File: config.mk
export PLATFORM = sky130hd
export DESIGN_NAME = hamming_decoder_stream
export DESIGN_NICKNAME = d
export VERILOG_FILES = /design/src/rtl/hamming_decoder_stream.sv
export SDC_FILE = /design/constraint.sdc
export NUM_CORES = 1
export LEC_CHECK = 0
export CAP_MARGIN = 5
export CORE_MARGIN = 1.5
export CORE_UTILIZATION = 50
export CTS_BUF_LIST = sky130_fd_sc_hd__clkbuf_4 sky130_fd_sc_hd__clkbuf_8
export DETAILED_ROUTE_END_ITERATION = 8
export DONT_BUFFER_PORTS = 1
export PLACE_DENSITY = 0.72
export SLEW_MARGIN = 30
export SYNTH_ARGS = -nofsm -noshare
export SYNTH_HDL_FRONTEND = slang
export SYNTH_SLANG_ARGS = --single-unit
File: constraint.sdc
create_clock -name clk -period 2.4 [get_ports clk]
set_input_delay 0.36 -clock clk [delete_from_list [all_inputs] [get_ports clk]]
set_output_delay 0.36 -clock clk [all_outputs]
set_load 0.005 [all_outputs]
File: src/rtl/hamming_decoder_stream.sv
// Streaming Hamming(7,4) single-error-correcting decoder, two-stage valid/ready pipeline.
// Define HAMDEC_STATS_EN to add err_clr/err_count (saturating count of corrected words).
module hamming_decoder_stream #(
    parameter int CNT_W = 16
) (
    input  logic             clk,
    input  logic             rst,
    input  logic [6:0]       in_cw,
    input  logic             in_valid,
    output logic             in_ready,
    output logic [3:0]       out_data,
    output logic [2:0]       out_syn,
    output logic             out_corr,
    output logic             out_valid,
    input  logic             out_ready
`ifdef HAMDEC_STATS_EN
    ,
    input  logic             err_clr,
    output logic [CNT_W-1:0] err_count
`endif
);

    if (CNT_W < 1) begin : g_bad_cnt_w
        $error("CNT_W must be at least 1");
    end

    function automatic logic [2:0] syndrome(input logic [6:0] cw);
        logic s1, s2, s3;
        s1 = cw[0] ^ cw[3] ^ cw[4] ^ cw[6];
        s2 = cw[1] ^ cw[3] ^ cw[5] ^ cw[6];
        s3 = cw[2] ^ cw[4] ^ cw[5] ^ cw[6];
        return {s3, s2, s1};
    endfunction

    // Parity-check columns of cw[2] and cw[3] are 4 and 3, so the syndrome is
    // mapped to the bit it names rather than used directly as a bit index.
    function automatic logic [3:0] correct_data(input logic [6:0] cw, input logic [2:0] syn);
        logic [6:0] mask;
        case (syn)
            3'd1:    mask = 7'b000_0001;
            3'd2:    mask = 7'b000_0010;
            3'd3:    mask = 7'b000_1000;
            3'd4:    mask = 7'b000_0100;
            3'd5:    mask = 7'b001_0000;
            3'd6:    mask = 7'b010_0000;
            3'd7:    mask = 7'b100_0000;
            default: mask = 7'b000_0000;
        endcase
        mask = cw ^ mask;
        return mask[6:3];
    endfunction

    logic       vld_p1;
    logic [6:0] cw_p1;
    logic [2:0] syn_p1;
    logic [3:0] data_fix_p1;
    logic       s1_en;
    logic       s2_en;

    assign s2_en       = !out_valid || out_ready;
    assign s1_en       = !vld_p1 || s2_en;
    assign in_ready    = s1_en;
    assign data_fix_p1 = correct_data(cw_p1, syn_p1);

    // Stage 1: capture codeword and its syndrome
    always_ff @(posedge clk or posedge rst) begin
        if (rst) begin
            vld_p1 <= 1'b0;
        end else if (s1_en) begin
            vld_p1 <= in_valid;
        end
    end

    always_ff @(posedge clk) begin
        if (s1_en && in_valid) begin
            cw_p1  <= in_cw;
            syn_p1 <= syndrome(in_cw);
        end
    end

    // Stage 2: corrected data, syndrome and flag to the sink
    always_ff @(posedge clk or posedge rst) begin
        if (rst) begin
            out_valid <= 1'b0;
            out_data  <= 4'd0;
            out_syn   <= 3'd0;
            out_corr  <= 1'b0;
        end else if (s2_en) begin
            out_valid <= vld_p1;
            if (vld_p1) begin
                out_data <= data_fix_p1;
                out_syn  <= syn_p1;
                out_corr <= |syn_p1;
            end
        end
    end

`ifdef HAMDEC_STATS_EN
    function automatic logic [CNT_W-1:0] sat_inc(input logic [CNT_W-1:0] v);
        return (&v) ? v : v + 1'b1;
    endfunction

    always_ff @(posedge clk or posedge rst) begin
        if (rst) begin
            err_count <= '0;
        end else if (err_clr) begin
            err_count <= '0;
        end else if (out_valid && out_ready && out_corr) begin
            err_count <= sat_inc(err_count);
        end
    end
`endif

endmodule

==> run_results.csv, run 1 <==
group,metric,value,unit
status,run_status,"finished, final reports clean",
sta,final_min_period_over_clock_period,52.4,%
floorplan,fp.dieArea,1720,sq um
critical_path,timing.critical_path.to_type,"output port",
critical_path,worst-path-max-fanout,3,
synthesis,post_synth_inst_count,50,
pwr,power_per_cell_area,794,nW/um^2
drt,ant_nets,0,
floorplan,core_area,1330,sq um
pwr,p_leak,0.000298,uW
hold_path,hold_start,"in_cw[6]",
sta,drv_slew,0,
critical_path,rr_endpoint,"cw_p1[4]",
layout,layout-area-overhead-vs-synth,7.97,%
hold_path,endpoint_worst_hold,"cw_p1[6]",
sta,setup_ws,1140,ps
global_route,grt-ovfl-total,0,
floorplan,floorplan.rows,13,
critical_path,critical_path.top_delay_family,"flip-flops",
sta,rsz0062_at_grt,"false",
cts,clk_pin_slew_worst_paths,90,ps
synthesis,async_flop_share,58.8,%
global_route,grt_pass1_vias,406,
global_route,first_pass_grt_wire_length,1700,um
synthesis,dominant_combinational_cell_family_by_area_after_synthesis,"XOR/XNOR gates",
sta,timing.slew.headroom,76.2,%
placed_design,place_inst,65,
critical_path,setup.reg_to_reg.worst_slack,1140,ps
sta,hold_viol_final,0,
synthesis,synth.yosys.warnings,0,
drt,avgRoutedWirePerCell,13.9,um
synthesis,synth-edff-count,7,
floorplan,io_pins,21,
critical_path,max_stage_delay,440,ps
drt,routed-via-count,383,
critical_path,cp.required,2040,ps
drt,vias_per_cell,5.47,
synthesis,synth.area.top_cells,"dfrtp_1, edfxtp_1, xnor2_1",
cts,numClockSinks,17,
synthesis,ys_seq_elements,17,
floorplan,floorplan.initialDensity,55.3,%
cts,cts_tree,"yes",
synthesis,yosys-mux-area-fraction,10.7,%
layout,num_antenna_cells,0,
cts,root_buffer,"clkbuf_4",
synthesis,yosys.area_share.simple,10.7,%
sta,worstMarginPinSlew,356,ps
layout,fin_cells,70,
synthesis,synthesized_nets,61,
global_route,overall_global_routing_usage,13.8,%
critical_path,crit_chain,"nand3b_1",
sta,setup_total_negative_slack,0,ps
synthesis,dominantRegCellSynth,"dfrtp_1",
pwr,worst_ir_drop_vdd,390,uV
sta,final.min_clock_period,1260,ps
critical_path,timing.critical_path.arrival,900,ps
synthesis,post-synth-top-area-fraction,33.9,%
cts,clk_path_buf_depth,2,
critical_path,critPathSlowestCell,"dfrtp_1",
synthesis,post_synth_instance_area,738,sq um
critical_path,critical_path_buf_inv_count,0,
critical_path,r2r_cells,2,
synthesis,synth_sequential_area_ratio,62.4,%
cts,clock_tree.htree_level_count,1,
sta,finalSetupViolations,0,
cts,post_cts.repair.setup_buffers,0,
synthesis,syn-mean-instance-area,14.8,sq um
job,drv_cap,0,
floorplan,die_w,41.4,um
pwr,total_power,633,uW
drt,first_pass_iters,4,
layout,final_net_count,67,
layout,final_layout_size_suffix_gt1_share,23.6,%
synthesis,yosys.area_share.adder,0,%
sta,max_clock_freq,0.796,GHz
cts,cts_buf_count,3,
critical_path,worstSetupStartpointType,"flop",
placed_design,io_buffers,0,
hold_path,hold_class,"input pin to flop",
synthesis,synth_common_cells,"dfrtp_1, xnor2_1, edfxtp_1, mux2_2, nand3b_1",
synthesis,yosys.area_share.xor_xnor,14.2,%
synthesis,synth_area_in_compound_gates,1.53,%
placed_design,place.gp.congestion,0.755,
synthesis,cell_accounting_for_the_most_synthesized_area,"dfrtp_1",
floorplan,dieHeight,41.4,um
placed_design,dp_slack,1140,ps
critical_path,r2r_start,"out_valid",
sta,fin_worst_skew,0.309,ps
global_route,grt_start_max_net_pins,11,
cts,clk_latency,280,ps
hold_path,min_path_cells,0,
synthesis,yosysUniqueCellTypes,15,
critical_path,timing_worst_setup_path_type,"flop to output port",
drt,routed_wirelength,972,um
drt,drc,0,
drt,dr.first_iter.drc_count,5,
global_route,antenna_found_initial,0,
-- timing repair --
action,CTS,global route
setup endpoints to repair,0,0
hold buffers,1,0
resized for setup,0,0
hold endpoints to repair,10,0
-- worst max path at each step --
stage | start | to | slack, ps | cells past startpoint
finish | out_valid | in_ready | 1140 | 1
global route | out_valid | syn_p1[0] | 1070 | 2
CTS | out_valid | syn_p1[2] | 1120 | 2
detailed placement | out_valid | cw_p1[4] | 1140 | 2
global placement | out_valid | cw_p1[3] | 1180 | 2
floorplan | out_valid | cw_p1[3] | 1250 | 2
-- final cells by class --
cell class                 instances  area [sq um]
clock buffer                       4          30.0
fill                             103           537
inverter                           1          3.75
multi-input combinational         32           274
sequential                        17           460
tap                               15          18.8
timing repair buffer               1          10.0
-- cell usage in the layout, fill, tap and decap left out --
cell	Yosys	layout
nand2_2	1	1
edfxtp_1	7	7
nor3_1	1	1
inv_1	1	1
nand2b_1	2	2
a31oi_1	1	1
nand3_1	1	1
mux2_2	7	7
dfrtp_1	10	10
dlygate4sd3_1	0	1
nand2b_4	1	1
xor2_1	2	2
nand3b_1	4	4
clkbuf_4	0	4
xnor2_1	10	10
and2_1	1	1
a21oi_1	1	1
-- report_power, final --
group,switching (uW),internal [uW]
clock network,80.1,75.7
logic,34.0,53.1
registers,36.7,353
total,151,482
-- worst reg2reg max path: cells and delay by family (launching register included) --
| kind | cells | cell delay [ps] |
|---|---|---|
| simple gates | 2 | 500 |
| flops | 1 | 440 |
-- registers in the layout (all words and copies together) (netlist names) --
name       cells
cw_p1          4
out_corr       1
out_data       4
out_syn        3
out_valid      1
syn_p1         3
vld_p1         1
-- through the flow --
step | hold slack, ps | instance area (sq um) | util (%)
floorplan | 200 | 738 | -
global placement | 225 | 757 | 56.8
detailed placement | 234 | 757 | 56.8
CTS | 159 | 797 | 59.8
global route | 137 | 797 | 59.8
finish | 172 | 797 | 59.8
-- layer usage --
metal  wire (um)  vias to the layer above  global-route usage (%)
met5           0                        -                       0
met3          63                        2                    5.65
met1         390                      181                    14.3
li1            -                      184                       -
met2         509                       16                    21.6
met4           8                        0                    11.6
-- logic make-up after synthesis --
kind of cell              count (synthesis)
buffers and inverters                     1
muxes                                     7
and+or+nand+nor                          11
AOI/OAI and AO/OA                         2
DFF                                      17
xor gates and xnor gates                 12
(Power assumes the default switching activity.)
==> inputs of run 2 (changes only) <==
Clock period 2.4 ns to 1.2 ns, I/O delays scaled along.
==> run 2 against run 1 <==
Setup slack got worse by 1100 ps; total power grew 110%; wire length is 27% higher; largest power group unchanged; register-to-register slack lost 1100 ps; sequential share of layout area decreased by 7.1 points; global-route usage increased by 2.0 points; combinational power grew to 2.9 times the previous value.
==> run_results.csv, run 2 (synthesis results as in run 1) <==
group,metric,value,unit
status,run_status,"finished, final reports clean",
drt,avgRoutedWirePerCell,14.9,um
critical_path,r2r_start,"syn_p1[1]",
hold_path,min_path_cells,1,
critical_path,timing_worst_setup_path_type,"flop to flop",
sta,fin_worst_skew,0.912,ps
floorplan,io_pins,21,
placed_design,io_buffers,0,
global_route,antenna_found_initial,0,
floorplan,fp.dieArea,1720,sq um
cts,clk_latency,280,ps
cts,clock_tree.htree_level_count,1,
floorplan,core_area,1330,sq um
sta,timing.slew.headroom,75.7,%
sta,drv_slew,0,
pwr,worst_ir_drop_vdd,666,uV
drt,drc,0,
critical_path,worst-path-max-fanout,5,
global_route,grt_start_max_net_pins,11,
layout,finalInstanceArea,911,sq um
cts,clk_path_buf_depth,2,
critical_path,critical_path.top_delay_family,"flip-flops",
global_route,overall_global_routing_usage,15.8,%
pwr,power_per_cell_area,1480,nW/um^2
pwr,p_leak,0.000358,uW
critical_path,critical_path_buf_inv_count,0,
floorplan,floorplan.initialDensity,55.3,%
hold_path,hold_class,"input pin to flop",
placed_design,place.gp.congestion,0.743,
critical_path,setup.reg_to_reg.worst_slack,20,ps
floorplan,die_w,41.4,um
critical_path,rr_endpoint,"out_data[1]",
layout,layout.cells.most_common,"xnor2_1",
job,drv_cap,0,
layout,final_layout_size_suffix_gt1_share,35.3,%
sta,final_min_period_over_clock_period,98.5,%
hold_path,hold_start,"in_valid",
critical_path,cp.required,1370,ps
floorplan,floorplan.rows,13,
sta,hold_viol_final,0,
critical_path,worstSetupStartpointType,"flop",
critical_path,max_stage_delay,460,ps
layout,reg_top3,"cw_p1: 4 flops, out_data: 4 flops",
sta,max_clock_freq,0.846,GHz
layout,final_net_count,80,
drt,routed_wirelength,1230,um
critical_path,r2r_cells,3,
cts,clk_pin_slew_worst_paths,90,ps
drt,first_pass_iters,4,
sta,finalSetupViolations,0,
sta,rsz0062_at_grt,"true",
sta,fin_hold_ws,5.63,ps
layout,mostFrequentLayoutCells,"xnor2_1, dfrtp_1, buf_4, mux2_2, edfxtp_1",
global_route,grt_pass1_vias,498,
global_route,first_pass_grt_wire_length,2040,um
critical_path,crit_chain,"nand3b_1, xnor2_1, mux2_2",
cts,root_buffer,"clkbuf_4",
cts,cts_tree,"yes",
layout,num_antenna_cells,0,
hold_path,endpoint_worst_hold,"vld_p1",
drt,dr.first_iter.drc_count,6,
critical_path,timing.critical_path.arrival,1350,ps
drt,routed-via-count,456,
cts,numClockSinks,17,
drt,vias_per_cell,5.49,
sta,final.min_clock_period,1180,ps
floorplan,dieHeight,41.4,um
global_route,grt-ovfl-total,0,
drt,ant_nets,0,
critical_path,timing.critical_path.to_type,"flop",
layout,layout-area-overhead-vs-synth,23.4,%
cts,cts_buf_count,3,
placed_design,detailed_place_hpwl,926,um
critical_path,critPathSlowestCell,"edfxtp_1",
placed_design,detailed_place.area,779,sq um
sta,worstMarginPinSlew,363,ps
## run 2: per-stage QoR
stage	TNS, ps	power [uW]	std cells	utilization [%]	worst slack [ps]
final	0	1340	83	68.3	18.5
after global routing	-71.3	1420	83	68.3	-37.7
after CTS	-8.44	1340	81	66.8	-8.44
after detailed placement	-143	991	68	58.4	-22.7
after global placement	0	969	68	58.4	42.5
after floorplan	0	929	50	-	53.9
## run 2: worst max path at each step
stage                     startpoint          end  slack (ps)  cells after the start
after floorplan            out_valid     cw_p1[3]          50                      2
after global placement     out_valid     cw_p1[3]          40                      2
after detailed placement   syn_p1[1]  out_data[1]         -20                      3
after CTS                  syn_p1[1]  out_data[1]          -8                      3
after global routing       out_valid     in_ready         -40                      2
final                      syn_p1[1]  out_data[1]          20                      3
## run 2: area by class of cell
cell class / instances / area, sq um
sequential: 17 / 462
multi-input combinational: 32 / 275
timing repair buffer: 14 / 121
fill: 110 / 423
clock buffer: 4 / 30.0
inverter: 1 / 3.75
tap: 15 / 18.8
## run 2: metal layers
layer / routed length, um / vias to the layer above / global-route usage, %
met5: 0 / - / 0
li1: - / 208 / -
met4: 0 / 0 / 7.74
met1: 444 / 229 / 15.9
met3: 68 / 0 / 3.91
met2: 720 / 19 / 29.7
## run 2: report_power, final
part | total [uW] | switching [uW] | internal (uW)
Clock | 316 | 165 | 152
Combinational | 251 | 94.4 | 157
Sequential | 776 | 69.6 | 707
## run 2: what timing repair did
item                                   CTS  global route
gates resized for setup                  1             2
cloned                                   0             0
endpoints found under the hold margin   14             0
setup endpoints to repair                9             3
buffers inserted                         4             2
hold buffers                             5             0
pin swaps                                0             1
